[src/rtl/fetch_stage.sv]
`default_nettype none
// ============================================================================
//  Module   : fetch_stage
//  Purpose  : Instruction-fetch stage of the 5-stage RISC-V pipeline. Owns
//             the PC, drives a synchronous-read instruction memory and holds
//             the IF/ID pipeline register. A captured instruction is replayed
//             during stalls, so the memory need not hold its output.
//  Ports    : clk, rst                    - clock, sync active-high reset
//             hazardFEEnable              - 1 = fetch/IF/ID advance, 0 = hold
//             hazardIFIDClear             - 1 = IF/ID becomes a bubble
//             branch_taken_in/_target_in  - redirect request from ID
//             imem_addr_out/imem_rd_en_out/imem_data_in - memory port
//             ifid_instr_out/_pc_out/_pc_plus4_out/_valid_out - IF/ID outputs
//  Revision : 1.0 - initial release
// ============================================================================
module fetch_stage #(
  parameter logic [31:0] RESET_PC  = 32'h0000_0000,
  parameter logic [31:0] NOP_INSTR = 32'h0000_0013
) (
  input  logic        clk,
  input  logic        rst,
  input  logic        hazardFEEnable,
  input  logic        hazardIFIDClear,
  input  logic        branch_taken_in,
  input  logic [31:0] branch_target_in,
  output logic [31:0] imem_addr_out,
  output logic        imem_rd_en_out,
  input  logic [31:0] imem_data_in,
  output logic [31:0] ifid_instr_out,
  output logic [31:0] ifid_pc_out,
  output logic [31:0] ifid_pc_plus4_out,
  output logic        ifid_valid_out
);

  logic [31:0] pc_q;
  logic [31:0] resp_pc_q;
  logic        resp_valid_q;
  logic [31:0] hold_instr_q;
  logic        hold_valid_q;

  logic [31:0] pc_plus4;

  assign pc_plus4 = pc_q + 32'd4;

  always_ff @(posedge clk) begin
    if (rst) begin
      pc_q         <= RESET_PC;
      resp_pc_q    <= 32'd0;
      resp_valid_q <= 1'b0;
      hold_valid_q <= 1'b0;
      hold_instr_q <= NOP_INSTR;
    end else if (branch_taken_in) begin
      // Redirect: the read issued this cycle (if any) is discarded.
      pc_q         <= {branch_target_in[31:2], 2'b00};
      resp_valid_q <= 1'b0;
      hold_valid_q <= 1'b0;
    end else if (hazardIFIDClear) begin
      resp_valid_q <= 1'b0;
      hold_valid_q <= 1'b0;
      // With fetch enabled the word being read is dropped; otherwise the
      // same PC is fetched again once the stall lifts.
      if (hazardFEEnable) begin
        pc_q <= pc_plus4;
      end
    end else if (!hazardFEEnable) begin
      // First stall cycle: the memory output is still the IF/ID word, so
      // capture it before the memory moves on.
      if (resp_valid_q && !hold_valid_q) begin
        hold_instr_q <= imem_data_in;
        hold_valid_q <= 1'b1;
      end
    end else begin
      pc_q         <= pc_plus4;
      resp_pc_q    <= pc_q;
      resp_valid_q <= 1'b1;
      hold_valid_q <= 1'b0;
    end
  end

  assign imem_addr_out     = pc_q;
  assign imem_rd_en_out    = hazardFEEnable & ~branch_taken_in & ~rst;

  assign ifid_valid_out    = resp_valid_q;
  assign ifid_pc_out       = resp_pc_q;
  assign ifid_pc_plus4_out = resp_pc_q + 32'd4;
  assign ifid_instr_out    = hold_valid_q ? hold_instr_q :
                             (resp_valid_q ? imem_data_in : NOP_INSTR);

endmodule
`default_nettype wire

[config.mk]
export PLATFORM = sky130hd
export DESIGN_NAME = fetch_stage
export DESIGN_NICKNAME = d
export VERILOG_FILES = /design/src/rtl/fetch_stage.sv
export SDC_FILE = /design/constraint.sdc
export NUM_CORES = 1
export LEC_CHECK = 0
export ABC_AREA = 1
export CAP_MARGIN = 20
export CORE_UTILIZATION = 48
export DETAILED_ROUTE_END_ITERATION = 10
export PLACE_DENSITY = 0.86
export REMOVE_ABC_BUFFERS = 1
export SETUP_SLACK_MARGIN = 0.15
export SLEW_MARGIN = 20
export SYNTH_ARGS = -nofsm -noshare
export SYNTH_HDL_FRONTEND = slang
export SYNTH_SLANG_ARGS = --single-unit
[constraint.sdc]
create_clock -name clk -period 2.4 [get_ports clk]
set_input_delay 0.24 -clock clk [delete_from_list [all_inputs] [get_ports clk]]
set_output_delay 0.24 -clock clk [all_outputs]
set_load 0.005 [all_outputs]
==> reports/metrics.yaml, run 1 <==
detailed_routing:
  initialDrtViolationCount: 426
  vias: 6004
  routedWlPerCell_um: 15.5
  drt_pass1_iterations: 6
  postRouteAntennaNets: 0
  drc: 0
  via_per_inst: 5.37
  routed_wl_um: 17400
grt:
  grt_max_degree: 64
  grt_pass1_wl_um: 26600
  first_global_vias: 5447
  grt-ovfl-total: 0
  grt_busiest_layer: "met2"
  grt_use_met2: 0.492
  grt_use_met1: 0.378
  gr-usage-all-layers: 0.291
  use_met3: 0.0267
  antenna_found_initial: 0
synthesis:
  synth_commonest_cells: "nand2_1 (156), nor2_1 (139), dfxtp_1 (94)"
  yosysMostFrequentCell: "nand2_1"
  synth_cell_types: 34
  avgSynthCellArea_um2: 6.84
  ys.flop_type: "dfxtp_1"
  synth_largest_area_cell: "dfxtp_1"
  async_flop_share: 0
  synth_cells: 775
  synth_area_leaders: "dfxtp_1 (35%), nand2_1 (11%), nor2_1 (9.8%)"
  yosys_warnings: 0
  synth.ff_latch_count: 94
  synth_top_cell_area_share: 0.355
  netlist_area_um2: 5300
  synth_edf_count: 0
  ys_seq_area_frac: 0.355
cells_and_area:
  finish.utilization: 0.733
  drive_gt1_frac: 0.131
  nets: 1045
  syn2layout_area_growth_pct: 49.2
  multi_input_area_um2: 3190
  regArea_um2: 1940
  fillers: 840
  n_antenna_cell: 0
timing:
  max_freq_mhz: 417
  period_share: 0.999
  fin_setup_tns_ns: 0
  drv_slew: 0
  worst_slew_pin_slew_ns: 0.570
  finClkSkew_ns: 0.00771
  rsz0062_at_grt: "yes"
  max_slew_margin: 0.619
  setup_violations: 0
  hold_violations: 0
  min_period_ns: 2.40
die:
  ioPinCount: 199
  rows: 38
  chipWidth_um: 107
  dieHeight_um: 107
  start_util: 0.491
  core_um2: 10800
  die_area_um2: 11500
power_and_ir_drop:
  leakage_nw: 3.27
  p_per_area_nw_per_um2: 429
  peakVddDrop_mv: 0.255
clocking:
  numCtsBuffers: 9
  h-tree-depth: 3
  path_clk_slew_ns: 0.10
  clockBufferDepth: 2
  insertion_delay_ns: 0.36
  cts_tree: "done"
  root_buffer: "clkbuf_8"
  cts-hold-fix-buffers: 0
  clock_sinks: 94
critical_path:
  crit_path_start_kind: "flip-flop"
  path_delay_family: "simple AND/OR/NAND/NOR gates"
  path_cells: "buf_4 -> nand2_1 -> nor2_1 -> nand4_1 -> buf_4 -> nor2_1 -> nand2_1 -> xnor2_1 -> dlygate4sd2_1"
  critPathMaxStageDelay_ns: 0.36
  cp.required_ns: 2.16
  critPathMaxFanout: 4
  crit_buf_inv: 3
  slowest_stage: "dfxtp_1"
  worst_setup_path_end_kind: "output port"
  criticalPathCategory: "reg2out"
  crit_arrival_ns: 2.16
placed_design:
  dp_hpwl_um: 12500
  port_buffers: 190
  gp_congestion: 0.942
run:
  drv_cap: 0
outcome:
  outcome: "completed"
hold_path:
  hold_path_class: "in2reg"
==> state kept, by name, summed over array words and instances (netlist names) <==
signal and flops:
hold_valid_q 1, hold_instr_q 32, ifid_pc_out 30, ifid_valid_out 1
imem_addr_out 30
==> layer usage <==
metal / vias to the layer above / wire, um
met1: 2753 / 7360
met2: 240 / 8410
met4: 0 / 596
met3: 49 / 997
li1: 2962 / -
met5: - / 0
==> worst min-delay path, stage by stage <==
cell	delay [ns]
clkdlybuf4s50_1	0.39
nand2_1	0.06
a31oi_1	0.07
==> power breakdown <==
| part | switching, mW | leakage [nW] | internal (mW) |
|---|---|---|---|
| clock | 0.582 | 0.103 | 0.518 |
| sequential | 0.102 | 0.779 | 1.61 |
| combinational | 0.244 | 2.38 | 0.338 |
==> logic make-up (layout without fill, tap and decap cells) <==
family	count (synthesis)	in the layout	share of synthesized area
simple gates	370	370	0.300
xor+xnor	37	37	0.0611
other cells	1	6	0.000707
compound gates	175	175	0.203
flops	94	94	0.355
buf+inv	96	295	0.0758
fa+ha+maj	2	2	0.00472
==> cell type report <==
class	instances	area share
Clock buffer	10	0.0174
Multi-Input combinational cell	590	0.403
Clock inverter	6	0.00870
Timing Repair Buffer	225	0.279
Tap cell	140	0.0221
Sequential cell	94	0.245
Inverter	54	0.0256
==> worst paths after layout <==
path	from	to	slack, ns	cells past startpoint
setup / recovery	ifid_pc_out[14]	ifid_pc_plus4_out[22]	0.002	9
hold / removal	branch_target_in[9]	imem_addr_out[9]	0.45	3
setup reg to reg	hold_valid_q	hold_instr_q[11]	0.63	6
hold reg to reg	hold_instr_q[4]	hold_instr_q[4]	0.49	2
==> what timing repair did <==
action                     in CTS  in global routing
resized for setup              62                 35
buffers inserted               10                  7
pin swaps                      12                 10
setup endpoints to repair      22                 19
==> stage by stage <==
stage | total power [mW] | cell area (um2) | cells | hold WS [ns] | setup WS, ns
finish | 3.40 | 7910 | 1119 | 0.449 | 0.00168
global placement | 2.31 | 7350 | 1086 | 0.459 | 0.170
detailed placement | 2.32 | 7350 | 1086 | 0.462 | 0.144
CTS | 3.40 | 7760 | 1112 | 0.440 | 0.00100
floorplan | 1.92 | 5120 | 738 | 0.302 | -0.855
global route | 3.53 | 7910 | 1119 | 0.465 | -0.129
==> placed cells by master (no fill, tap or decap), types with 8 or more instances in the layout <==
cell	netlist	final
clkdlybuf4s50_1	0	169
nand2_1	156	149
nor2_1	139	124
dfxtp_1	94	74
o21ai_0	64	64
inv_1	53	53
a21oi_1	45	45
nand3_1	35	35
a22o_1	29	29
buf_4	8	29
xor2_1	23	23
a22oi_1	23	23
nor2_2	5	19
xnor2_1	14	14
dfxtp_4	0	12
nand2_2	6	10
clkbuf_8	0	10
dlymetal6s2s_1	0	10
dlygate4sd2_1	0	10
nor2_4	7	8
dfxtp_2	0	8
Power figures use the tool's default switching activity.
==> inputs of run 2 (changes only) <==
--- a/config.mk
+++ b/config.mk
@@ -7,9 +7,9 @@
 export LEC_CHECK = 0
 export ABC_AREA = 1
 export CAP_MARGIN = 20
-export CORE_UTILIZATION = 48
+export CORE_UTILIZATION = 45
 export DETAILED_ROUTE_END_ITERATION = 10
-export PLACE_DENSITY = 0.86
+export PLACE_DENSITY = 0.81
 export REMOVE_ABC_BUFFERS = 1
 export SETUP_SLACK_MARGIN = 0.15
 export SLEW_MARGIN = 20
==> constraint.sdc (replaced) <==
create_clock -name clk -period 2.3 [get_ports clk]
set_input_delay 0.23 -clock clk [delete_from_list [all_inputs] [get_ports clk]]
set_output_delay 0.23 -clock clk [all_outputs]
set_load 0.005 [all_outputs]
==> reports/metrics.yaml, run 2 (same netlist as run 1, synthesis figures left out) <==
run:
  drv_cap: 0
cells_and_area:
  regMostFlops: "hold_instr_q"
  nets: 1048
  regArea_um2: 1950
  drive_gt1_frac: 0.137
  syn2layout_area_growth_pct: 51.3
  multi_input_area_um2: 3200
  fillers: 966
  finish.utilization: 0.699
  instances_no_fill: 1122
  final_cell_mix: "clkdlybuf4s50_1 (168), nand2_1 (148), nor2_1 (121)"
  largest_reg_flops: 32
  n_antenna_cell: 0
  mostFrequentLayoutCell: "clkdlybuf4s50_1"
die:
  start_util: 0.462
  core_um2: 11500
  chipWidth_um: 111
  ioPinCount: 199
  die_area_um2: 12200
  dieHeight_um: 111
  rows: 39
timing:
  setup_ws_ns: 0.0774
  rsz0062_at_grt: "yes"
  max_freq_mhz: 450
  hold_ws_ns: 0.478
  min_period_ns: 2.22
  setup_violations: 0
  period_share: 0.966
  drv_slew: 0
  hold_violations: 0
  finClkSkew_ns: 0.00532
  worst_slew_pin_slew_ns: 0.564
  max_slew_margin: 0.623
detailed_routing:
  postRouteAntennaNets: 0
  initialDrtViolationCount: 383
  vias: 5911
  routed_wl_um: 17300
  routedWlPerCell_um: 15.4
  drc: 0
  via_per_inst: 5.27
  drt_pass1_iterations: 5
placed_design:
  port_buffers: 190
  dp_slack_ns: 0.149
  dp_hpwl_um: 12700
  post-place-cells: 1092
  gp_congestion: 0.889
critical_path:
  worst_setup_path_end_kind: "output port"
  crit_arrival_ns: 1.99
  criticalPathCategory: "reg2out"
  path_cells: "nand2_2 -> nor3_4 -> buf_4 -> nand2_1 -> nor2_2 -> nand4_1 -> xnor2_1 -> dlygate4sd2_1"
  critPathMaxStageDelay_ns: 0.39
  slowest_stage: "dfxtp_4"
  cp.required_ns: 2.07
  crit_path_start_kind: "flip-flop"
  critPathMaxFanout: 4
grt:
  grt_pass1_wl_um: 27400
  antenna_found_initial: 0
  first_global_vias: 5331
  grt_max_degree: 40
  grt-ovfl-total: 0
  gr-usage-all-layers: 0.275
clocking:
  path_clk_slew_ns: 0.06
  clockBufferDepth: 2
  clock_sinks: 94
  h-tree-depth: 3
  root_buffer: "clkbuf_16"
  insertion_delay_ns: 0.34
  cts_tree: "done"
  numCtsBuffers: 9
power_and_ir_drop:
  peakVddDrop_mv: 0.349
  leakage_nw: 3.25
  p_per_area_nw_per_um2: 479
hold_path:
  hold_path_class: "reg2reg"
outcome:
  outcome: "completed"
run 2: changes by cell type in the layout (fill, tap and decap cells not counted), moves of 4 or more:
cell	before	now
nor2_4	8	12
clkbuf_16	0	9
clkbuf_8	10	1
buf_4	29	34
run 2: report_power, final:
group | switching [mW] | total [mW] | internal, mW
combinational | 0.257 | 0.613 | 0.356
sequential | 0.104 | 1.79 | 1.68
clock | 0.590 | 1.44 | 0.853
run 2: layout make-up:
type / count / share of cell area
multi-input cells: 590 / 0.399
inverters: 54 / 0.0253
flip-flops and latches: 94 / 0.243
well taps: 143 / 0.0223
clock buffers: 11 / 0.0303
clock inverters: 2 / 0.00437
repair buffers: 228 / 0.276
run 2: metrics by stage:
stage | cell area (um2) | TNS [ns] | power (mW)
6_report | 8020 | 0 | 3.84
5_1_grt | 8020 | 0 | 3.99
4_1_cts | 7860 | 0 | 3.86
3_5_place_dp | 7390 | 0 | 2.43
3_3_place_gp | 7390 | 0 | 2.42
2_1_floorplan | 5120 | -30.49 | 2.01
run 2: timing repair:
item                                   4_1_cts  5_1_grt
hold buffers                                 0        0
endpoints found under the hold margin        0        0
buffers inserted                             9        8
setup endpoints to repair                   23       26
resized for setup                           69       39
pin swaps                                   10       12
run 2: final timing paths:
path,slack (ns),to,from,depth (start not counted)
hold reg to reg,0.48,hold_instr_q[1],hold_instr_q[1],2
setup reg to reg,0.62,hold_instr_q[17],hold_valid_q,6
setup / recovery,0.08,ifid_pc_plus4_out[28],ifid_pc_out[5],8
hold / removal,0.48,hold_instr_q[1],hold_instr_q[1],2
run 2: layer usage:
metal / wire length (um) / global-route usage / vias to the layer above
met5: 0 / 0 / -
met2: 8390 / 0.463 / 209
met3: 829 / 0.0445 / 35
met4: 496 / 0.0951 / 0
met1: 7590 / 0.354 / 2711
li1: - / - / 2956
run 2: critical path, delay by kind of cell (launching register included):
kind,cells,cell delay (ns)
flip-flops,1,0.39
XOR/XNOR,1,0.16
buffers and inverters,2,0.40
AND/OR/NAND/NOR,5,0.71
==> inputs of run 3 (changes only) <==
--- a/config.mk
+++ b/config.mk
@@ -12,6 +12,7 @@
 export PLACE_DENSITY = 0.81
 export REMOVE_ABC_BUFFERS = 1
 export SETUP_SLACK_MARGIN = 0.15
+export SKIP_CTS_REPAIR_TIMING = 1
 export SLEW_MARGIN = 20
 export SYNTH_ARGS = -nofsm -noshare
 export SYNTH_HDL_FRONTEND = slang
==> reports/metrics.yaml, run 3 (same netlist as run 1, synthesis figures left out) <==
critical_path:
  worst_r2r_path_depth: 6
  timing.reg2reg.setup_slack_ns: 0.62
  worstSetupEndpoint: "ifid_pc_plus4_out[26]"
  rr_startpoint: "hold_valid_q"
  rr_endpoint: "hold_instr_q[17]"
  cp.required_ns: 2.07
  critPathMaxFanout: 5
  worst_setup_path_end_kind: "output port"
  criticalPathCategory: "reg2out"
  crit_path_start_kind: "flip-flop"
  crit_arrival_ns: 2.10
  critPathLaunch: "ifid_pc_out[4]"
detailed_routing:
  drc: 0
  initialDrtViolationCount: 363
  wl_met2_um: 8170
  postRouteAntennaNets: 0
  wl_met1_um: 7560
  top_layer_used: "met4"
  via_per_inst: 5.26
  routedWlPerCell_um: 15.3
  routed_wl_um: 16900
  met3_length_um: 801
  drt_pass1_iterations: 5
  vias: 5825
timing:
  period_share: 1.01
  setup_ws_ns: -0.0266
  finClkSkew_ns: 0.00562
  setup_violations: 2
  rsz0062_at_grt: "yes"
  hold_ws_ns: 0.476
  worst_slew_pin_slew_ns: 0.558
  min_period_ns: 2.33
  max_slew_margin: 0.628
  max_freq_mhz: 430
  hold_violations: 0
  drv_slew: 0
power_and_ir_drop:
  leakage_nw: 3.18
  peakVddDrop_mv: 0.369
  p_per_area_nw_per_um2: 488
  p_int_mw: 2.89
  p_total_mw: 3.84
  switchingPower_mw: 0.946
  seqPwrFrac: 0.467
  p_clk_frac: 0.376
  switching_share: 0.246
  pwr-share-comb: 0.157
grt:
  grt_pass1_wl_um: 26900
  first_global_vias: 5227
  gr-usage-all-layers: 0.270
  antenna_found_initial: 0
  grt_max_degree: 40
  grt-ovfl-total: 0
cells_and_area:
  drive_gt1_frac: 0.118
  mostFrequentLayoutCell: "clkdlybuf4s50_1"
  syn2layout_area_growth_pct: 48.5
  n_antenna_cell: 0
  regMostFlops: "hold_instr_q"
  nets: 1033
  largest_reg_flops: 32
  fillers: 1004
  final_cell_mix: "clkdlybuf4s50_1 (175), nand2_1 (152), nor2_1 (123)"
  instances_no_fill: 1107
  final_area_um2: 7870
die:
  chipWidth_um: 111
  dieHeight_um: 111
  rows: 39
  die_area_um2: 12200
  core_um2: 11500
  ioPinCount: 199
  start_util: 0.462
outcome:
  failed_checks: "negative setup slack"
  outcome: "complete, but fails checks"
placed_design:
  place_area_um2: 7390
  gp_congestion: 0.889
  post-place-cells: 1092
  port_buffers: 190
  dp_hpwl_um: 12700
clocking:
  insertion_delay_ns: 0.34
  root_buffer: "clkbuf_16"
  clock_sinks: 94
  cts_tree: "done"
  numCtsBuffers: 9
  clockBufferDepth: 2
  path_clk_slew_ns: 0.06
  h-tree-depth: 3
hold_path:
  hold_path_class: "reg2reg"
run:
  drv_cap: 0
==> run 3: power groups by stage <==
stage	Combinational, mW	Sequential [mW]	Clock (mW)
after global placement	0.595	1.82	0
after global routing	0.654	1.80	1.53
after CTS	0.606	1.79	1.46
after floorplan	0.202	1.80	0
after detailed placement	0.603	1.83	0
final	0.603	1.79	1.44
==> run 3: worst min-delay path by stage <==
stage / startpoint / end / slack, ns / depth (start not counted)
after floorplan: rst / imem_addr_out[11] / 0.29 / 1
after global placement: hold_instr_q[4] / hold_instr_q[4] / 0.46 / 2
after detailed placement: hold_instr_q[0] / hold_instr_q[0] / 0.47 / 2
after CTS: branch_target_in[7] / imem_addr_out[7] / 0.47 / 3
after global routing: branch_target_in[5] / imem_addr_out[5] / 0.49 / 3
final: hold_instr_q[1] / hold_instr_q[1] / 0.48 / 2
==> run 3: layer usage <==
layer  global-route usage  vias to the layer above
met1                0.352                     2658
met5                    0                        -
met3               0.0439                       29
met4               0.0889                        0
li1                     -                     2945
met2                0.454                      193
==> run 3: cell type report <==
cell class	count	area [um2]	share of cell area
clock buffers	11	243	0.0308
clock inverters	2	35.0	0.00445
inverters	54	203	0.0258
multi-input cells	590	3160	0.402
flip-flops and latches	94	1930	0.246
well taps	143	179	0.0227
repair buffers	213	2120	0.269
==> run 3: metrics by stage <==
step | setup TNS, ns | worst slack, ns | util
2_1_floorplan | -30.49 | -0.955 | -
3_3_place_gp | 0 | 0.199 | 0.644
3_5_place_dp | 0 | 0.149 | 0.644
4_1_cts | -1.88 | -0.218 | 0.669
5_1_grt | -0.640 | -0.188 | 0.686
6_report | -0.0491 | -0.0266 | 0.686
==> run 3: critical path, cell delays in order (launching register included) <==
cell	delay, ns
dfxtp_4	0.40
nand2_4	0.08
nor3_4	0.20
nand2_2	0.10
nor2_2	0.14
nand4_1	0.14
xnor2_1	0.18
clkdlybuf4s50_1	0.52
